$ cat src/rtl/alu_req_arbiter.sv
// Two-port arbiter in front of a shared combinational 32-bit ALU.
// Grants one request per cycle and registers the ALU result into a valid/ready response slot.
module alu_req_arbiter #(
  parameter int TAG_W      = 4,
  parameter int FIXED_PRIO = 0
) (
  input  logic             clk,
  input  logic             rst,

  input  logic             req0_valid,
  output logic             req0_ready,
  input  logic [31:0]      req0_op1,
  input  logic [31:0]      req0_op2,
  input  logic [3:0]       req0_alu_op,
  input  logic [TAG_W-1:0] req0_tag,

  input  logic             req1_valid,
  output logic             req1_ready,
  input  logic [31:0]      req1_op1,
  input  logic [31:0]      req1_op2,
  input  logic [3:0]       req1_alu_op,
  input  logic [TAG_W-1:0] req1_tag,

  output logic [31:0]      alu_value1,
  output logic [31:0]      alu_value2,
  output logic [3:0]       alu_op,
  input  logic [31:0]      alu_result,
  input  logic             alu_zero,

  output logic             rsp_valid,
  input  logic             rsp_ready,
  output logic             rsp_port,
  output logic [TAG_W-1:0] rsp_tag,
  output logic [31:0]      rsp_result,
  output logic             rsp_zero
);

  typedef enum logic {
    EMPTY = 1'b0,
    FULL  = 1'b1
  } rsp_state_t;

  rsp_state_t       state;
  logic             last_grant;
  logic             can_issue;
  logic             grant_any;
  logic             grant_port;
  logic [TAG_W-1:0] grant_tag;

  assign rsp_valid = (state == FULL);

  // The slot can be refilled in the same cycle it drains, giving one op per cycle.
  assign can_issue = !rsp_valid || rsp_ready;

  always_comb begin
    grant_any  = 1'b0;
    grant_port = 1'b0;
    if (!rst && can_issue) begin
      if (req0_valid && req1_valid) begin
        grant_any  = 1'b1;
        grant_port = (FIXED_PRIO != 0) ? 1'b0 : ~last_grant;
      end else if (req0_valid) begin
        grant_any  = 1'b1;
      end else if (req1_valid) begin
        grant_any  = 1'b1;
        grant_port = 1'b1;
      end
    end
  end

  assign req0_ready = grant_any && !grant_port;
  assign req1_ready = grant_any &&  grant_port;

  // Without a grant the ALU sees all-zero inputs so no X reaches it.
  always_comb begin
    alu_value1 = 32'd0;
    alu_value2 = 32'd0;
    alu_op     = 4'b0000;
    grant_tag  = '0;
    if (grant_any) begin
      if (grant_port) begin
        alu_value1 = req1_op1;
        alu_value2 = req1_op2;
        alu_op     = req1_alu_op;
        grant_tag  = req1_tag;
      end else begin
        alu_value1 = req0_op1;
        alu_value2 = req0_op2;
        alu_op     = req0_alu_op;
        grant_tag  = req0_tag;
      end
    end
  end

  always_ff @(posedge clk) begin
    if (rst) begin
      state      <= EMPTY;
      last_grant <= 1'b1;
      rsp_port   <= 1'b0;
      rsp_tag    <= '0;
      rsp_result <= 32'd0;
      rsp_zero   <= 1'b0;
    end else if (grant_any) begin
      state      <= FULL;
      last_grant <= grant_port;
      rsp_port   <= grant_port;
      rsp_tag    <= grant_tag;
      rsp_result <= alu_result;
      rsp_zero   <= alu_zero;
    end else if (state == FULL && rsp_ready) begin
      state      <= EMPTY;
    end
  end

endmodule
$ cat config.mk
export PLATFORM = sky130hd
export DESIGN_NAME = alu_req_arbiter
export DESIGN_NICKNAME = d
export VERILOG_FILES = /design/src/rtl/alu_req_arbiter.sv
export SDC_FILE = /design/constraint.sdc
export NUM_CORES = 1
export LEC_CHECK = 0
export ABC_AREA = 0
export BUFFER_PORTS_ARGS = -buffer_cell sky130_fd_sc_hd__buf_2
export CORE_AREA = 4 4 111 113
export DETAILED_ROUTE_END_ITERATION = 8
export DIE_AREA = 0 0 115 117
export PLACE_DENSITY = 0.57
export SETUP_SLACK_MARGIN = 0.02
export SLEW_MARGIN = 20
export SYNTH_ARGS = -nofsm -noshare
export SYNTH_HDL_FRONTEND = slang
export SYNTH_SLANG_ARGS = --single-unit
$ cat constraint.sdc
create_clock -name clk -period 1.4 [get_ports clk]
set_input_delay 0.28 -clock clk [delete_from_list [all_inputs] [get_ports clk]]
set_output_delay 0.28 -clock clk [all_outputs]
set_load 0.05 [all_outputs]
==> impl_metrics.ini <==
[placement]
place_inst = 701
placed_cell_area_um2 = 4640
dpl.hpwl_mm = 10.1
portBuffers = 290
gp_congestion = 0.715

[synth]
ys_seq_area_share_pct = 34.3
syn_area_um2 = 2340
yosysTopAreaCellShare_pct = 34.3
ys_ff_latch = 40
ys_top_cells_by_area = dfxtp_1 34%, a22o_1 24%, o211ai_1 12%
yosys_warnings = 0
yosysTopAreaCell = dfxtp_1
netlist_instances = 270
syn_area_per_cell_um2 = 8.65
ys_types = 27
syn_nets = 452

[floorplanning]
die-area_um2 = 13500
core_um2 = 11300
die_h_um = 117
die_w_um = 115
start_util_pct = 20.6
io_pins = 291
rows = 39

[cts]
numClockSinks = 40
clockBufferDepth = 2
clkLatencyLatePin_ns = 0.28
ctsHoldBuffers = 0
cts-buffers-inserted = 5
cts_root_buf = clkbuf_16
clkTransAtPathRegs_ns = 0.06
htree_levels = 2
tritoncts = yes

[sta]
hold_slack_ns = 0.247
tightest_slew_ns = 0.466
final_hold_viol_count = 0
final.setup.worst_slack_ns = -0.506
fmax_mhz = 525
period_share_pct = 136
clock_skew_ns = 0.00436
slew_headroom_pct = 69.0
finalMaxSlewViolations = 0
rsz0062_at_grt = true
setup_violations = 108
layout_min_cycle_time_ns = 1.91

[drt]
drc = 0
routedWlPerCell_um = 18.7
postRouteAntennaNets = 0
via_per_inst = 4.82
drtIter0Drc = 59
totalWireLength_mm = 13.5
first_pass_iters = 4
vias = 3473

[finish]
final_cell_mix = 220 x buf_2, 63 x buf_6, 59 x a22o_4
final_common_cell = buf_2
area_growth_syn_to_layout_pct = 149
nNetsFinal = 758
final_cells = 720
multi_input_area_um2 = 1960
n_fill_cell = 1021
regArea_um2 = 808
drive_gt1_share_pct = 79.0
antenna_cells = 0
fin_area_um2 = 5810

[critical_path]
worstPathRequired_ns = 1.12
r2r-start = rsp_valid
reg2regPathDepth = 7
critical_path_class = reg -> out
r2r-end = rsp_result[12]
path_max_fanout = 12
critPathCaptureType = output port
r2r_slack_ns = -0.24
critPathArrivalTime_ns = 1.63
critical_path.startpoint_type = register

[global_route]
grt_overflow_total = 0
antenna_found_initial = 3
grt_pass1_wl_mm = 18.6
grt_max_degree = 43
use_met1_pct = 19.6
use_met2_pct = 32.4
grt_pass1_vias = 3552
grt-busiest-layer = met2
globalRouteMet3Util_pct = 5.66
grt_usage_pct = 17.3

[hold_path]
hp-class = in -> reg
hold_end = rsp_result[8]
whs_path_depth = 3
min-delay-start = alu_result[8]

[power]
p_leak_uw = 0.00306
irDropWorstVdd_mv = 0.735
powerDensity_nw_per_um2 = 848

[run_status]
status = complete, but fails checks
failed_checks = negative setup slack

[flow_run]
maxCapViolCount = 0
==> worst max-delay path: stages, from the launching register on <==
cell and delay, ns:
dfxtp_4 0.36, o2111a_2 0.28, buf_12 0.16, clkbuf_16 0.18, a22o_4 0.22, buf_6 0.15
==> worst max path at each step <==
stage          startpoint             end  cells after the start
2_1_floorplan   rsp_valid   alu_value1[0]                      6
3_3_place_gp    rsp_ready  alu_value1[13]                      7
3_5_place_dp    rsp_ready  alu_value2[14]                      7
4_1_cts        last_grant  alu_value1[20]                      5
5_1_grt        last_grant  alu_value1[19]                      5
6_report       last_grant  alu_value1[19]                      5
==> synthesized netlist by cell type (all sizes together) <==
| library cell | n |
|---|---|
| a21boi | 1 |
| nand3 | 1 |
| o31ai | 4 |
| o21ai | 33 |
| o221a | 3 |
| inv | 36 |
| dfxtp | 40 |
| a22o | 65 |
| clkbuf | 11 |
| a21bo | 1 |
| nor2 | 5 |
| o2111a | 1 |
| or3 | 1 |
| a211o | 1 |
| a21oi | 1 |
| o211ai | 37 |
| a31oi | 5 |
| nor2b | 1 |
| nor3 | 2 |
| buf | 20 |
| nand2b | 1 |
==> metal layers <==
metal	vias to the layer above	share of wire, %	routed length (um)
met4	6	1.2	165
met1	1652	36	4870
li1	1649	-	-
met3	23	8.5	1150
met2	143	54	7260
met5	-	0.30	40
==> what timing repair did <==
item                                   in CTS  in global routing
endpoints found under the hold margin       0                  0
cloned                                      5                  2
pin swaps                                   7                  4
setup endpoints to repair                 108                108
setup buffers                               3                  1
gates resized for setup                   188                 41
==> where the power goes <==
group	internal (uW)	total, uW	switching [uW]
registers	1220	1270	47.7
clock network	820	1260	444
logic	999	2400	1400
total	3040	4930	1890
==> state kept, by name (all words and copies together), names as in the netlist <==
signal      flops
rsp_port        1
rsp_zero        1
rsp_valid       1
rsp_result     32
rsp_tag         4
last_grant      1
==> cells by family after synthesis <==
| family | after synthesis | share of synthesized area (%) |
|---|---|---|
| flip-flops | 40 | 34.3 |
| AO/OA/AOI/OAI | 152 | 49.7 |
| buffers and inverters | 67 | 13.4 |
| AND/OR/NAND/NOR | 11 | 2.57 |
==> through the flow <==
stage | setup WS [ns] | TNS (ns) | utilization [%] | total power (uW)
floorplan | -0.266 | -14.99 | - | 2630
global placement | -0.414 | -30.05 | 40.9 | 3230
detailed placement | -0.494 | -34.98 | 40.9 | 3260
CTS | -0.513 | -40.49 | 49.1 | 4880
global route | -0.533 | -44.79 | 51.3 | 5150
finish | -0.506 | -41.17 | 51.3 | 4930
==> final cells by class <==
cell class	count	area share, %
multi-input combinational	163	33.8
timing repair buffer	330	43.7
clock inverter	1	0.151
tap	143	3.08
inverter	36	2.54
sequential	40	13.9
clock buffer	7	2.82
(Power assumes the default switching activity.)
